[config.mk]
export PLATFORM = sky130hd
export DESIGN_NAME = nibble_serializer_flat
export DESIGN_NICKNAME = d
export VERILOG_FILES = /design/src/rtl/div_by_five_pkg.sv /design/src/rtl/nibble_serializer_if.sv /design/src/rtl/nibble_serializer.sv /design/src/flat_wrapper.sv
export SDC_FILE = /design/constraint.sdc
export NUM_CORES = 1
export LEC_CHECK = 0
export CAP_MARGIN = 10
export CORE_ASPECT_RATIO = 0.75
export CORE_MARGIN = 5
export CORE_UTILIZATION = 25
export CTS_BUF_LIST = sky130_fd_sc_hd__clkbuf_4
export DETAILED_ROUTE_END_ITERATION = 7
export GPL_ROUTABILITY_DRIVEN = 0
export SLEW_MARGIN = 5
export SYNTH_ARGS = -nofsm -noshare
export SYNTH_HDL_FRONTEND = slang
export SYNTH_SLANG_ARGS = --single-unit
export TNS_END_PERCENT = 100
[constraint.sdc]
create_clock -name clk -period 5.4 [get_ports clk]
set_clock_uncertainty 0.1 [all_clocks]
set_input_delay 1.08 -clock clk [delete_from_list [all_inputs] [get_ports clk]]
set_output_delay 1.08 -clock clk [all_outputs]
set_load 0.01 [all_outputs]
[src/rtl/div_by_five_pkg.sv]
// Shared definitions for the divisible-by-five datapath: nibble width,
// serializer FSM states and the per-word nibble count helper.
package div_by_five_pkg;

  localparam int unsigned NIBBLE_W = 4;

  typedef enum logic {
    IDLE,
    SEND
  } ser_state_e;

  function automatic int unsigned nibble_count(input int unsigned bit_width);
    return bit_width / NIBBLE_W;
  endfunction

endpackage

[src/rtl/nibble_serializer_if.sv]
// Word-in / nibble-out handshake bundle for nibble_serializer.
// master = producer/consumer side, slave = serializer side.
interface nibble_serializer_if
  import div_by_five_pkg::*;
#(
  parameter int unsigned BIT_WIDTH = 32
);

  logic [BIT_WIDTH-1:0] in_msg;
  logic                 in_val;
  logic                 in_rdy;
  logic [NIBBLE_W-1:0]  out_nibble;
  logic                 out_first;
  logic                 out_last;
  logic                 out_val;
  logic                 out_rdy;

  modport master (
    output in_msg, in_val, out_rdy,
    input  in_rdy, out_nibble, out_first, out_last, out_val
  );

  modport slave (
    input  in_msg, in_val, out_rdy,
    output in_rdy, out_nibble, out_first, out_last, out_val
  );

endinterface

[src/rtl/nibble_serializer.sv]
// Splits a BIT_WIDTH-bit word into LS-first 4-bit nibbles tagged first/last.
// Define NIBBLE_SERIALIZER_SKIP_ZERO_EN to stop after the highest non-zero nibble.
module nibble_serializer
  import div_by_five_pkg::*;
#(
  parameter int unsigned BIT_WIDTH = 32
) (
  input logic               clk,
  input logic               rst,
  nibble_serializer_if.slave bus
);

  localparam int unsigned      N        = nibble_count(BIT_WIDTH);
  localparam int unsigned      CNT_W    = $clog2(N);
  localparam logic [CNT_W-1:0] CNT_LAST = CNT_W'(N - 1);

  generate
    if ((BIT_WIDTH % NIBBLE_W) != 0 || BIT_WIDTH < 8) begin : g_bad_width
      $error("nibble_serializer: BIT_WIDTH must be a multiple of 4 and >= 8");
    end
  endgenerate

  ser_state_e           state_q, state_d;
  logic [BIT_WIDTH-1:0] sreg_q, sreg_d;
  logic [CNT_W-1:0]     cnt_q, cnt_d;

  logic                 send;
  logic                 last_rule;
  logic                 last_c;
  logic                 in_rdy_c;
  logic                 in_xfer;
  logic                 out_xfer;

  always_ff @(posedge clk) begin
    if (rst) begin
      state_q <= IDLE;
      sreg_q  <= '0;
      cnt_q   <= '0;
    end else begin
      state_q <= state_d;
      sreg_q  <= sreg_d;
      cnt_q   <= cnt_d;
    end
  end

`ifdef NIBBLE_SERIALIZER_SKIP_ZERO_EN
  assign last_rule = (cnt_q == CNT_LAST) || (sreg_q[BIT_WIDTH-1:NIBBLE_W] == '0);
`else
  assign last_rule = (cnt_q == CNT_LAST);
`endif

  always_comb begin
    state_d  = state_q;
    sreg_d   = sreg_q;
    cnt_d    = cnt_q;
    send     = (state_q == SEND);
    last_c   = send && last_rule;
    // in_rdy depends combinationally on out_rdy so a new word can follow the last nibble.
    in_rdy_c = !rst && (!send || (bus.out_rdy && last_c));
    in_xfer  = bus.in_val && in_rdy_c;
    out_xfer = send && bus.out_rdy;

    if (in_xfer) begin
      sreg_d  = bus.in_msg;
      cnt_d   = '0;
      state_d = SEND;
    end else if (out_xfer) begin
      if (last_c) begin
        state_d = IDLE;
      end else begin
        sreg_d = sreg_q >> NIBBLE_W;
        cnt_d  = cnt_q + 1'b1;
      end
    end
  end

  assign bus.in_rdy     = in_rdy_c;
  assign bus.out_val    = send;
  assign bus.out_nibble = send ? sreg_q[NIBBLE_W-1:0] : '0;
  assign bus.out_first  = send && (cnt_q == '0);
  assign bus.out_last   = last_c;

endmodule

[src/flat_wrapper.sv]
// flat-port wrapper written by rule: the top's interface ports become plain ports
module nibble_serializer_flat import div_by_five_pkg::*;
#(
  parameter int unsigned BIT_WIDTH = 32
)
  (clk, rst, bus_in_msg, bus_in_val, bus_out_rdy, bus_in_rdy, bus_out_nibble, bus_out_first, bus_out_last, bus_out_val);
  nibble_serializer_if #(.BIT_WIDTH(BIT_WIDTH)) bus_i ();
  input logic clk;
  input logic rst;
  input wire logic [$bits(bus_i.in_msg)-1:0] bus_in_msg;
  input wire logic [$bits(bus_i.in_val)-1:0] bus_in_val;
  input wire logic [$bits(bus_i.out_rdy)-1:0] bus_out_rdy;
  output wire logic [$bits(bus_i.in_rdy)-1:0] bus_in_rdy;
  output wire logic [$bits(bus_i.out_nibble)-1:0] bus_out_nibble;
  output wire logic [$bits(bus_i.out_first)-1:0] bus_out_first;
  output wire logic [$bits(bus_i.out_last)-1:0] bus_out_last;
  output wire logic [$bits(bus_i.out_val)-1:0] bus_out_val;
  assign bus_i.in_msg = bus_in_msg;
  assign bus_i.in_val = bus_in_val;
  assign bus_i.out_rdy = bus_out_rdy;
  assign bus_in_rdy = bus_i.in_rdy;
  assign bus_out_nibble = bus_i.out_nibble;
  assign bus_out_first = bus_i.out_first;
  assign bus_out_last = bus_i.out_last;
  assign bus_out_val = bus_i.out_val;
  nibble_serializer #(.BIT_WIDTH(BIT_WIDTH)) u_core (.clk(clk), .rst(rst), .bus(bus_i));
endmodule
# Word level (Yosys, flattened, before mapping)
# Index checks and enable logic that the tools add are counted.
# totals
register_bits	36
in_bits	36
out_inout_bits	8
word_cells	30
# classes
n_addsub	1
n_eq_ne	2
mux	7
n_bitwise	1
reduce_logical	16
# ops
op	count
32-bit 2-to-1 mux	3
1-bit logical AND	6
2-bit AND reduction	3
4-bit 2-to-1 mux	1
2-bit nonzero test	2
3-bit by 1-bit adder with 3-bit output, second input constant	1
3-bit equality test, second input constant	1
3-bit zero test	1
1-bit 2-to-1 mux	3
1-bit zero test	2
2-bit by 1-bit inequality test with 1-bit output, second input constant	1
2-bit OR reduction	1
1-bit logical OR	1
1-bit inverter	1

# Depth between registers and ports, before layout
# logic_depth
depth_word	8
depth_mapped	7
depth_no_buf	5

# Least setup slack after synthesis
# OpenSTA, ideal clock, no wires.
# synth_path
path_kind	input -> output
startpoint	input rst
endpoint	output bus_in_rdy
arrival_time_ns	1.765
required_time_ns	4.220
setup_slack_ns	2.455
cell_stages	3
path_buffers	2
path_cell_list	clkbuf_1 -> buf_1 -> nor2_1
# synth_between
elab_chain_len	2
# synth_lines
element	line_no	source
from (decl)	flat_wrapper.sv:9	input logic rst;
1-bit zero test	nibble_serializer.sv:59	in_rdy_c = !rst && (!send || (bus.out_rdy && last_c));
1-bit logical AND	nibble_serializer.sv:59	
to (decl)	flat_wrapper.sv:13	output wire logic [$bits(bus_i.in_rdy)-1:0] bus_in_rdy;
# No other way between the ends.

# Worst setup path after layout
# layout_path
startpoint	input bus_out_rdy
endpoint	output bus_in_rdy
# layout_between
elab_chain_len	3
# layout_lines
element	line_no	source
from (decl)	flat_wrapper.sv:12	input wire logic [$bits(bus_i.out_rdy)-1:0] bus_out_rdy;
1-bit logical AND	nibble_serializer.sv:59	
1-bit logical OR	nibble_serializer.sv:59	
1-bit logical AND	nibble_serializer.sv:59	
# No other way between the ends.

==> run metrics <==
Worst Hold Class register to register; Seq. cell area 721 um2; leading area contributor after synthesis dfxtp_1; Worst path slowest cell clkdlybuf4s50_1; Final Slew Violations 0; wire per inst 14.9 um; total power 0.547 mW; final hold slack 0.382 ns; layout cells sized above 1 14.8%; worst hold start u_core.sreg_q[9]; Fin. Hold Viols 0; outcome finished clean; Yosys warning count 0; CTS Root Cell clkbuf_4; post-route ant nets 0; die area 0.00922 mm2; Synth Instances 208; initial antenna violation count 0; setup tns final 0 ns; grt total ovfl 0; Worst Tran Pin Value 1.25 ns; width of the die 109 um; area delta synth->final 27.7%; # nets final 281; Post-Layout Inst Area 0.00236 mm2; RSZ-0062 raised after global routing false; Max Freq 260 MHz; Max Cap Viol 0; Multi-input gate area 992 um2; final worst-path cycle share 71.1%; clock tree from TritonCTS done; worst-case reg-to-reg path depth 5; Slew HR 16.6%; R2R Path End u_core.sreg_q[12]; Post-DP Area 0.00230 mm2; vias in the first global route 1,696; cell mode on critical path clkdlybuf4s50_1; reg-to-reg setup timing slack 2.82 ns; crit path kind primary input to primary output; clk buf depth 2; P_leak 0.749 nW; Synth Cell Area 0.00185 mm2; postcts setup bufs 0; initial detailed-routing violation count 111; Worst-path clk slew 0.12 ns; DRC viols 0; syn avg cell area 8.88 um2; CTS Sinks 36; die height 84.4 um; worst setup margin 1.56 ns; hold worst-path end u_core.sreg_q[5]; hold buffer count at CTS 0; CP cell instances clkdlybuf4s50_1, a21boi_4, buf_4, nor2_1, clkdlybuf4s50_1; Power Density 232 mW/mm2; crit path max fanout 35; Vias/cell 4.83; DRT Pass-1 Iters 4; Mapped Nets 247; CP startpoint kind primary input; Worst VDD drop 79.9 uV; number of H-tree levels 2; Final setup violation count 0; clk_lat worst skew 0.36 ns; Netlist cell types 26; Global Route Usage Sum 11.5%; Num CTS Buffers 5; drt total wl 5.11 mm; crit end category primary output; DP Worst Slack 1.56 ns; core area 0.00726 mm2; area share of the largest cell type after synthesis 39.0%; first-pass GRT wire length 8.42 mm; WP data required 4.22 ns; largest net degree at the start of global routing 40; num ports 44; fin crit period 3.84 ns; # diodes 0; initial core utilization 25.4%; Filler cells 774; dominant cells by area after synthesis dfxtp_1, a311oi_2, nand2_1; slowest stage delay, CP 0.50 ns; Port Buffers 43; fraction of the yosys area taken by sequential cells 39.0%; WP data arrival 2.66 ns; Min-Delay Path Depth 2; Post-CTS Resized 0; DP HPWL 3.28 mm; flops & latches, synth 36; via count 1,662; # rows 27; Critical R2R Launch u_core.cnt_q[0]
==> flip-flops by register name, indices dropped and copies added, names as in the netlist <==
signal,count
u_core.sreg_q,32
u_core.cnt_q,3
u_core.bus.out_val,1
==> cell type report <==
| class | instances | share of cell area, % |
|---|---|---|
| multi-input cells | 150 | 42.1 |
| inverters | 2 | 0.318 |
| flip-flops and latches | 36 | 30.6 |
| repair buffers | 47 | 19.3 |
| clock inverters | 3 | 0.796 |
| clock buffers | 5 | 1.59 |
| well taps | 101 | 5.36 |
==> cells in the mapped netlist <==
cell type,n
a21bo_2,1
a21boi_4,1
a21oi_1,4
a311oi_1,8
a311oi_2,20
and2_1,5
and2b_1,1
and3b_1,2
buf_1,1
buf_2,8
buf_4,5
buf_6,3
clkbuf_1,3
dfxtp_1,36
ha_1,3
inv_1,2
mux2i_1,2
nand2_1,56
nand2_2,1
nand2b_1,1
nand3_1,4
nand3b_1,1
nor2_1,4
nor3_1,31
o211ai_1,4
xnor2_1,1
==> metrics by stage <==
stage	cells	utilization, %
after floorplan	208	-
after global placement	336	31.7
after detailed placement	336	31.7
after CTS	344	32.5
after global routing	344	32.5
final	344	32.5
==> layout by cell type (no fill, tap or decap), drive strengths merged <==
cell type	instances
clkdlybuf4s50	42
buf	5
clkinv	3
and2b	1
nand2b	1
dfxtp	36
clkbuf	5
nor3	31
nor2	4
and2	5
a21boi	1
a311oi	28
inv	2
nand2	57
xnor2	1
o211ai	4
nand3	4
mux2i	2
a21oi	4
ha	3
and3b	2
nand3b	1
a21bo	1
==> report_power, final <==
group / total (mW) / internal [mW] / switching [mW] / leakage [nW]
combinational: 0.103 / 0.0513 / 0.0515 / 0.419
clock: 0.152 / 0.0500 / 0.102 / 0.0349
sequential: 0.292 / 0.282 / 0.0100 / 0.295
==> critical path: cells and delay by family <==
family / cells / cell delay [ns]
AOI/OAI and AO/OA: 1 / 0.15
and+or+nand+nor: 1 / 0.07
buffers and inverters: 3 / 1.35
==> metal layers <==
metal	up-vias	GRT usage (%)	share of wire, %
met1	801	16.6	51
met2	38	16.4	42
met5	-	0	0
met3	6	3.84	5.8
li1	817	-	-
met4	0	2.72	1.0
==> cells by family after synthesis <==
family,synth area share (%)
flip-flops,39.0
AND/OR/NAND/NOR,25.8
XOR/XNOR,0.474
adder cells (fa/ha/maj),2.03
buffers and inverters,7.25
multiplexers,1.08
AO/OA/AOI/OAI,24.3
==> worst max-delay path by stage <==
stage                            from          to  slack (ns)
final                     bus_out_rdy  bus_in_rdy        1.56
after global routing      bus_out_rdy  bus_in_rdy        1.51
after CTS                 bus_out_rdy  bus_in_rdy        1.56
after detailed placement  bus_out_rdy  bus_in_rdy        1.56
after global placement    bus_out_rdy  bus_in_rdy        1.57
after floorplan                   rst  bus_in_rdy        2.46
Note: power is estimated with default switching activity, not from simulation.
